[src/rtl/i2c_slave_rx_if.sv]
// Pad-side I2C lines plus the parallel frame handed to the register bank.
// master = bus driver / frame consumer, slave = the receiver block.
interface i2c_slave_rx_if #(
    parameter int NBYTES = 2
);
    localparam int CW = $clog2(NBYTES + 1);

    logic                  SCL_IN;
    logic                  SDA_IN;
    logic                  SDA_OE;
    logic [8*NBYTES-1:0]   RX_DATA;
    logic [CW-1:0]         RX_COUNT;
    logic                  RX_VALID;
    logic                  START_DET;
    logic                  STOP_DET;
    logic                  BUSY;
    logic                  OVERFLOW;

    modport master (
        output SCL_IN, SDA_IN,
        input  SDA_OE, RX_DATA, RX_COUNT, RX_VALID, START_DET, STOP_DET, BUSY, OVERFLOW
    );

    modport slave (
        input  SCL_IN, SDA_IN,
        output SDA_OE, RX_DATA, RX_COUNT, RX_VALID, START_DET, STOP_DET, BUSY, OVERFLOW
    );
endinterface

[src/rtl/i2c_slave_rx.sv]
// Oversampling I2C write-only slave: address match, ACK, up to NBYTES bytes per frame; commit SYNC_STAGES+1 CLK after STOP.
// No backpressure: RX_VALID is a one-cycle strobe the register bank must capture.
module i2c_slave_rx #(
    parameter logic [6:0] SLAVE_ADDR  = 7'h53,
    parameter int         NBYTES      = 2,
    parameter int         SYNC_STAGES = 2
) (
    input  logic          CLK,
    input  logic          RSTN,
    i2c_slave_rx_if.slave bus
);
    localparam int              CW      = $clog2(NBYTES + 1);
    localparam int              DW      = 8 * NBYTES;
    localparam logic [CW-1:0]   MAX_CNT = CW'(NBYTES);

    typedef enum logic [2:0] {
        IDLE, ADDR, ADDR_ACK, DATA, DATA_ACK, IGNORE
    } state_t;

    logic [SYNC_STAGES-1:0] r_scl_sync, r_sda_sync;
    logic                   r_scl_prev, r_sda_prev;
    state_t                 r_state;
    logic [7:0]             r_shift;
    logic [2:0]             r_bitcnt;
    logic [CW-1:0]          r_bytecnt;
    logic [DW-1:0]          r_buf;
    logic                   r_addr_ok;
    logic                   r_sda_oe;
    logic [DW-1:0]          r_rx_data;
    logic [CW-1:0]          r_rx_count;
    logic                   r_rx_valid, r_start_det, r_stop_det, r_busy, r_overflow;

    logic                   w_scl, w_sda, w_start, w_stop, w_scl_rise, w_scl_fall;
    logic [7:0]             w_byte;
    state_t                 w_nxt_state;
    logic [7:0]             w_nxt_shift;
    logic [2:0]             w_nxt_bitcnt;
    logic [CW-1:0]          w_nxt_bytecnt;
    logic [DW-1:0]          w_nxt_buf;
    logic                   w_nxt_addr_ok, w_nxt_sda_oe;
    logic [DW-1:0]          w_nxt_rx_data;
    logic [CW-1:0]          w_nxt_rx_count;
    logic                   w_nxt_rx_valid, w_nxt_start_det, w_nxt_stop_det, w_nxt_busy, w_nxt_overflow;

    assign w_scl      = r_scl_sync[SYNC_STAGES-1];
    assign w_sda      = r_sda_sync[SYNC_STAGES-1];
    assign w_start    = w_scl && r_sda_prev && !w_sda;
    assign w_stop     = w_scl && !r_sda_prev && w_sda;
    assign w_scl_rise = !r_scl_prev && w_scl;
    assign w_scl_fall = r_scl_prev && !w_scl;
    assign w_byte     = {r_shift[6:0], w_sda};

    always_comb begin
        w_nxt_state     = r_state;
        w_nxt_shift     = r_shift;
        w_nxt_bitcnt    = r_bitcnt;
        w_nxt_bytecnt   = r_bytecnt;
        w_nxt_buf       = r_buf;
        w_nxt_addr_ok   = r_addr_ok;
        w_nxt_sda_oe    = r_sda_oe;
        w_nxt_rx_data   = r_rx_data;
        w_nxt_rx_count  = r_rx_count;
        w_nxt_rx_valid  = 1'b0;
        w_nxt_start_det = 1'b0;
        w_nxt_stop_det  = 1'b0;
        w_nxt_busy      = r_busy;
        w_nxt_overflow  = r_overflow;

        // Bus conditions pre-empt bit sampling; START from any state doubles as repeated START.
        if (w_start) begin
            w_nxt_start_det = 1'b1;
            w_nxt_busy      = 1'b1;
            w_nxt_bitcnt    = 3'd0;
            w_nxt_bytecnt   = '0;
            w_nxt_buf       = '0;
            w_nxt_addr_ok   = 1'b0;
            w_nxt_overflow  = 1'b0;
            w_nxt_sda_oe    = 1'b0;
            w_nxt_state     = ADDR;
        end else if (w_stop) begin
            w_nxt_stop_det = 1'b1;
            w_nxt_busy     = 1'b0;
            w_nxt_sda_oe   = 1'b0;
            w_nxt_addr_ok  = 1'b0;
            w_nxt_state    = IDLE;
            if (r_addr_ok && (r_bytecnt != '0)) begin
                w_nxt_rx_data  = r_buf;
                w_nxt_rx_count = r_bytecnt;
                w_nxt_rx_valid = 1'b1;
            end
        end else begin
            case (r_state)
                ADDR, DATA: begin
                    if (w_scl_rise) begin
                        w_nxt_shift  = w_byte;
                        w_nxt_bitcnt = r_bitcnt + 3'd1;
                        if (r_bitcnt == 3'd7) begin
                            if (r_state == ADDR) begin
                                if ((w_byte[7:1] == SLAVE_ADDR) && !w_byte[0]) begin
                                    w_nxt_addr_ok = 1'b1;
                                    w_nxt_state   = ADDR_ACK;
                                end else begin
                                    w_nxt_state   = IGNORE;
                                end
                            end else if (r_bytecnt < MAX_CNT) begin
                                for (int k = 0; k < NBYTES; k++) begin
                                    if (r_bytecnt == CW'(k)) w_nxt_buf[8*k +: 8] = w_byte;
                                end
                                w_nxt_bytecnt = r_bytecnt + 1'b1;
                                w_nxt_state   = DATA_ACK;
                            end else begin
                                w_nxt_overflow = 1'b1;
                                w_nxt_state    = IGNORE;
                            end
                        end
                    end
                end
                // First SCL fall opens the ACK window, the next one closes it.
                ADDR_ACK, DATA_ACK: begin
                    if (w_scl_fall) begin
                        if (!r_sda_oe) begin
                            w_nxt_sda_oe = 1'b1;
                        end else begin
                            w_nxt_sda_oe = 1'b0;
                            w_nxt_state  = DATA;
                        end
                    end
                end
                IGNORE:  w_nxt_sda_oe = 1'b0;
                default: ;
            endcase
        end
    end

    always_ff @(posedge CLK or negedge RSTN) begin
        if (!RSTN) begin
            r_scl_sync  <= '1;
            r_sda_sync  <= '1;
            r_scl_prev  <= 1'b1;
            r_sda_prev  <= 1'b1;
            r_state     <= IDLE;
            r_shift     <= '0;
            r_bitcnt    <= '0;
            r_bytecnt   <= '0;
            r_buf       <= '0;
            r_addr_ok   <= 1'b0;
            r_sda_oe    <= 1'b0;
            r_rx_data   <= '0;
            r_rx_count  <= '0;
            r_rx_valid  <= 1'b0;
            r_start_det <= 1'b0;
            r_stop_det  <= 1'b0;
            r_busy      <= 1'b0;
            r_overflow  <= 1'b0;
        end else begin
            r_scl_sync  <= {r_scl_sync[SYNC_STAGES-2:0], bus.SCL_IN};
            r_sda_sync  <= {r_sda_sync[SYNC_STAGES-2:0], bus.SDA_IN};
            r_scl_prev  <= w_scl;
            r_sda_prev  <= w_sda;
            r_state     <= w_nxt_state;
            r_shift     <= w_nxt_shift;
            r_bitcnt    <= w_nxt_bitcnt;
            r_bytecnt   <= w_nxt_bytecnt;
            r_buf       <= w_nxt_buf;
            r_addr_ok   <= w_nxt_addr_ok;
            r_sda_oe    <= w_nxt_sda_oe;
            r_rx_data   <= w_nxt_rx_data;
            r_rx_count  <= w_nxt_rx_count;
            r_rx_valid  <= w_nxt_rx_valid;
            r_start_det <= w_nxt_start_det;
            r_stop_det  <= w_nxt_stop_det;
            r_busy      <= w_nxt_busy;
            r_overflow  <= w_nxt_overflow;
        end
    end

    assign bus.SDA_OE    = r_sda_oe;
    assign bus.RX_DATA   = r_rx_data;
    assign bus.RX_COUNT  = r_rx_count;
    assign bus.RX_VALID  = r_rx_valid;
    assign bus.START_DET = r_start_det;
    assign bus.STOP_DET  = r_stop_det;
    assign bus.BUSY      = r_busy;
    assign bus.OVERFLOW  = r_overflow;
endmodule

[src/flat_wrapper.sv]
// flat-port wrapper written by rule: the top's interface ports become plain ports
module i2c_slave_rx_flat 
#(
    parameter logic [6:0] SLAVE_ADDR  = 7'h53,
    parameter int         NBYTES      = 2,
    parameter int         SYNC_STAGES = 2
)
  (CLK, RSTN, bus_SCL_IN, bus_SDA_IN, bus_SDA_OE, bus_RX_DATA, bus_RX_COUNT, bus_RX_VALID, bus_START_DET, bus_STOP_DET, bus_BUSY, bus_OVERFLOW);
  i2c_slave_rx_if #(.NBYTES(NBYTES)) bus_i ();
  input  logic CLK;
  input  logic RSTN;
  input wire logic [$bits(bus_i.SCL_IN)-1:0] bus_SCL_IN;
  input wire logic [$bits(bus_i.SDA_IN)-1:0] bus_SDA_IN;
  output wire logic [$bits(bus_i.SDA_OE)-1:0] bus_SDA_OE;
  output wire logic [$bits(bus_i.RX_DATA)-1:0] bus_RX_DATA;
  output wire logic [$bits(bus_i.RX_COUNT)-1:0] bus_RX_COUNT;
  output wire logic [$bits(bus_i.RX_VALID)-1:0] bus_RX_VALID;
  output wire logic [$bits(bus_i.START_DET)-1:0] bus_START_DET;
  output wire logic [$bits(bus_i.STOP_DET)-1:0] bus_STOP_DET;
  output wire logic [$bits(bus_i.BUSY)-1:0] bus_BUSY;
  output wire logic [$bits(bus_i.OVERFLOW)-1:0] bus_OVERFLOW;
  assign bus_i.SCL_IN = bus_SCL_IN;
  assign bus_i.SDA_IN = bus_SDA_IN;
  assign bus_SDA_OE = bus_i.SDA_OE;
  assign bus_RX_DATA = bus_i.RX_DATA;
  assign bus_RX_COUNT = bus_i.RX_COUNT;
  assign bus_RX_VALID = bus_i.RX_VALID;
  assign bus_START_DET = bus_i.START_DET;
  assign bus_STOP_DET = bus_i.STOP_DET;
  assign bus_BUSY = bus_i.BUSY;
  assign bus_OVERFLOW = bus_i.OVERFLOW;
  i2c_slave_rx #(.SLAVE_ADDR(SLAVE_ADDR), .NBYTES(NBYTES), .SYNC_STAGES(SYNC_STAGES)) u_core (.CLK(CLK), .RSTN(RSTN), .bus(bus_i));
endmodule
[config.mk]
export PLATFORM = sky130hd
export DESIGN_NAME = i2c_slave_rx_flat
export DESIGN_NICKNAME = d
export VERILOG_FILES = /design/src/rtl/i2c_slave_rx_if.sv /design/src/rtl/i2c_slave_rx.sv /design/src/flat_wrapper.sv
export SDC_FILE = /design/constraint.sdc
export NUM_CORES = 1
export LEC_CHECK = 0
export ABC_AREA = 0
export CAP_MARGIN = 5
export CORE_MARGIN = 2
export CORE_UTILIZATION = 35
export DETAILED_ROUTE_END_ITERATION = 8
export GPL_TIMING_DRIVEN = 0
export PLACE_DENSITY = 0.57
export SLEW_MARGIN = 20
export SYNTH_ARGS = -nofsm -noshare
export SYNTH_HDL_FRONTEND = slang
export SYNTH_SLANG_ARGS = --single-unit
[constraint.sdc]
create_clock -name CLK -period 2.6 [get_ports CLK]
set_clock_uncertainty 0.05 [all_clocks]
set_input_delay 0.78 -clock CLK [delete_from_list [all_inputs] [get_ports CLK]]
set_output_delay 0.78 -clock CLK [all_outputs]
set_load 0.005 [all_outputs]
* Word-level counts from Yosys, hierarchy flattened *
Index checks and enable logic that the tools add are counted.

cells by class
  multiplexer cells = 57
  eq/ne operators = 15
  $add $sub $neg = 2
  $lt $le $gt $ge = 1
  bitwise logic cells = 2
  reductions and logical operators = 40

operators with widths
  kind                                                   count
  2-to-1 mux 16 bit                                      7
  2-to-1 mux 3 bit                                       12
  2-to-1 mux 1 bit                                       27
  2-to-1 mux 8 bit                                       2
  inequality test 4 x 1 -> 1 bit, second input constant  4
  nonzero test 2 bit                                     8
  nonzero test 3 bit                                     5
  2-to-1 mux 2 bit                                       7
  AND reduction 7 bit                                    2
  AND reduction 6 bit                                    2
  AND reduction 5 bit                                    2
  equality test 3 bit, second input constant             3
  logical AND 1 bit                                      8
  nonzero test 4 bit                                     2
  equality test 7 bit, second input constant             1
  equality test 3 x 2 -> 1 bit, second input constant    2
  inequality test 2 x 1 -> 1 bit, second input constant  3
  case mux 3 bit (2 select lines)                        1
  AND reduction 3 bit                                    2
  logical NOT 1 bit                                      4
  AND reduction 4 bit                                    1
  OR reduction 2 bit                                     2
  adder 3 x 1 -> 3 bit, second input constant            1
  equality test 3 x 1 -> 1 bit, second input constant    1
  7 further kinds                                        8

word-level totals
  logic and storage cells = 136
  register bits after elaboration = 62
  input port bits = 4
  output and inout bits = 24

* Longest topological paths before layout *
  depth in word-level cells = 9
  gate-level depth with buffers = 7
  depth with buffers taken out = 6

* Least setup slack after synthesis *
Ideal clock, no wire load.

  kind = register -> register
  from = register u_core.r_bitcnt[0]
  to = register u_core.r_buf[10]
  stages on the path, launching flop included = 8
  library setup time = 123 ps
  required time = 2427 ps
  clock period less this slack = 1758 ps
  slack = 842 ps
  arrival time = 1586 ps
  buffers on the path = 1
  cells stage by stage = dfrtp_1 ha_1 ha_1 nand4b_2 nor2_4 and3_1 buf_4 o221a_2

on the way
  word-level cells in the longest chain between the ends = 3

RTL lines
  what                                  line                 RTL
  start: declaration                    i2c_slave_rx.sv:24   logic [2:0] r_bitcnt;
  start signal: assignment              i2c_slave_rx.sv:162  r_bitcnt <= w_nxt_bitcnt;
  equality test 3 bit                   i2c_slave_rx.sv:97   if (r_bitcnt == 3'd7) begin
  nonzero test 2 bit (no source line)   -
  AND reduction 7 bit (no source line)  -
  end signal: assignment                i2c_slave_rx.sv:164  r_buf <= w_nxt_buf;
  end: declaration                      i2c_slave_rx.sv:26   logic [DW-1:0] r_buf;

Every way passes these cells.
A chain may end at the register's enable or synchronous reset.

* Worst setup path after layout *
  from = register u_core.r_sda_oe, in the netlist u_core.bus.SDA_OE
  to = output port bus_SDA_OE

RTL lines
  what                      line                 RTL
  start: declaration        i2c_slave_rx.sv:28   logic r_sda_oe;
  start signal: assignment  i2c_slave_rx.sv:166  r_sda_oe <= w_nxt_sda_oe;
  end: declaration          flat_wrapper.sv:14   output wire logic [$bits(bus_i.SDA_OE)-1:0] bus_SDA_OE;

No word-level cell between the ends.

==> out/summary.txt <==
Clock-pin slew on the worst setup and hold paths: 80 ps
H-tree depth: 3
Per-cell routed wire length: 14.4 microns
Vias in the first global route: 1769
Endpoints failing setup: 0
Root Buffer: clkbuf_8
Via density: 4.98
Post-CTS setup buffer count: 0
Critical Path End Type: output pin
Critical path fanouts, max: 6
Top FF cell, synth: dfrtp_1
Synth Register Bits: 62
Most frequent cells after synthesis: 56 x dfrtp_1, 22 x mux2_2, 9 x a22o_1
Number of buffers created by CTS: 9
Syn_nets: 213
Critical path class: flip-flop to output pin
Mapped Avg Cell Area: 13.2 sq um
CTS tree: yes
Slew Viols, Final: 0
Diodes inserted: 0
Cell Area, Synth: 2710 sq um
Number of hold buffers added after CTS: 0
Sequential fraction of the synthesis area: 0.575
Synth cell types: 48
CORE AREA: 7610 sq um
GP Congestion: 0.802
Grt total ovfl: 0
Multi-input logic area: 1040 sq um
Synth async-reset ratio: 1.00
Die width: 92.0 microns
Initial antenna violation count: 0
Final WL: 5070 microns
Routed via count: 1747
Status: completed
Initial DRC count: 84
Worst endpoint data arrival time: 1300 ps
Post-layout util: 0.434
Synth top area cells: dfrtp_1 52%, mux2_2 9.1%, dfstp_2 5.8%, a22o_1 2.9%, o221a_2 2.9%
Hold Fails Final Rpt: 0
Worst-Skew Late Latency: 350 ps
Setup ws final: 466 ps
CP top delay family: buffers and inverters
Nets: 252
Worst min-delay path class: input pin to async pin
Die Ht: 92.0 microns
First-pass GRT wire length: 8850 microns
Critical Path, Cell by Cell: clkdlybuf4s50_1
FP Rows: 32
Sink Count: 62
Top cell type by total area after synthesis: dfrtp_1
CP max-delay cell: clkdlybuf4s50_1
Drt first pass iters: 4
DRC: 0
Share of cells above drive strength 1: 0.285
Leakage: 1.51 nW
Tmin final: 2130 ps
Max-cap violations: 0
Dpl ws: 531 ps
Area grow syn2layout: 21.8%
CTS-repair resized insts: 0
RSZ-0062 raised after global routing: false
Worst Tran Pin Value: 598 ps
Post-synth EDFFs: 0
WP data required: 1770 ps
GRT Util Overall: 0.136
WP buf/inv: 1
Fill cell total of the finished layout: 724
# IOs: 28
Initial Utilization: 0.356
ANT nets after route: 0
Worst slew margin: 0.599
Most common cell in the netlist: dfrtp_1
Mapped Cells: 205
Port Buffer Count: 27
Post-DP HPWL: 3530 microns
Sequential Area: 1560 sq um
Crit-path max cell delay: 540 ps
F_max: 469 MHz
Synth warnings: 0
Worst vdd ir: 0.278 mV
Share of the synthesized area in the top cell type: 0.517
CP startpoint kind: flip-flop
PD cells: 624 nW/um^2
CTS Buffer Depth: 2
Period utilization: 0.821
Largest net degree at the start of global routing: 40
Die area: 8470 sq um
[path summary, 6_finish.rpt]
kind	start	depth (start not counted)	slack, ps	end
setup / recovery	u_core.bus.SDA_OE$_DFFE_PN0P_	1	470	bus_SDA_OE
hold / removal	RSTN	1	260	u_core.bus.RX_DATA[14]$_DFFE_PN0P_
setup reg to reg	u_core.r_sda_sync[1]$_DFF_PN1_	5	480	u_core.r_shift[0]$_DFFE_PN0P_
hold reg to reg	u_core.r_scl_sync[0]$_DFF_PN1_	0	310	u_core.r_scl_sync[1]$_DFF_PN1_
max in group asynchronous	RSTN	2	1660	u_core.r_sda_sync[0]$_DFF_PN1_
min in group CLK	u_core.r_scl_sync[0]$_DFF_PN1_	0	310	u_core.r_scl_sync[1]$_DFF_PN1_
[report_power, final]
part | switching (mW) | internal, mW
registers | 0.0990 | 1.04
logic | 0.0819 | 0.103
clock network | 0.396 | 0.346
total | 0.577 | 1.48
[kinds of logic after synthesis]
| logic type | Yosys count | share of synthesized area |
|---|---|---|
| AO/OA/AOI/OAI | 49 | 0.142 |
| flip-flops | 62 | 0.575 |
| AND/OR/NAND/NOR | 43 | 0.112 |
| buffers and inverters | 20 | 0.0411 |
| XOR/XNOR | 1 | 0.00323 |
| adder cells (fa/ha/maj) | 4 | 0.0185 |
| multiplexers | 26 | 0.108 |
[final cells by class]
| type | count | area share |
|---|---|---|
| multi-input combinational | 123 | 0.315 |
| inverter | 9 | 0.0102 |
| clock inverter | 7 | 0.0155 |
| clock buffer | 9 | 0.0375 |
| timing repair buffer | 28 | 0.0872 |
| sequential | 62 | 0.472 |
| buffer | 11 | 0.0235 |
| tap | 102 | 0.0387 |
[worst reg2reg max path, stage by stage (launching register included)]
cell	delay, ps
dfstp_2	590
nor2b_1	100
o21ai_1	470
and3_1	230
clkbuf_1	220
mux2_2	360
[layer usage]
metal | global-route usage | wire, microns | vias to the layer above
met2 | 0.201 | 2290 | 33
met4 | 0.0821 | 121 | 0
met5 | 0 | 0 | -
met3 | 0.0304 | 146 | 12
met1 | 0.182 | 2510 | 865
li1 | - | - | 837
[metrics by stage]
stage                     TNS [ps]  instance area [sq um]  hold WS, ps  std cells  power, mW
after global routing             0                   3300          281        351       2.17
after floorplan                  0                   2710          295        205       1.24
after CTS                        0                   3300          267        351       2.09
after detailed placement         0                   3130          299        335       1.34
after global placement      -76490                   3110          295        334       1.33
final                            0                   3300          264        351       2.06
[cell usage in the layout, fill, tap and decap left out, types with 2 or more instances in the layout]
master,count
dfrtp_1,56
clkdlybuf4s50_1,26
mux2_2,22
a22o_1,9
clkbuf_8,9
inv_1,8
nor2_1,7
nor4_1,7
o21bai_1,7
o221a_2,7
a21oi_1,7
dfstp_2,6
o21ai_0,5
and3_1,4
buf_4,4
mux2_1,4
ha_1,4
buf_6,3
clkbuf_1,3
clkinv_4,3
buf_2,2
nor2b_1,2
nand2_1,2
nor2_4,2
nor3b_1,2
nor4bb_1,2
nand3_1,2
a31oi_1,2
o21ai_1,2
a41oi_1,2
nand2b_1,2
nand3b_1,2
clkinvlp_4,2
clkinv_2,2
[flip-flops by register name, indices dropped and copies added (netlist names), 2 cells and up]
signal,flops
u_core.bus.RX_DATA,16
u_core.r_buf,16
u_core.r_shift,7
u_core.r_bitcnt,3
u_core.r_state,3
u_core.bus.RX_COUNT,2
u_core.r_bytecnt,2
u_core.r_scl_sync,2
u_core.r_sda_sync,2
No activity file was read; power rests on OpenSTA's default activity.
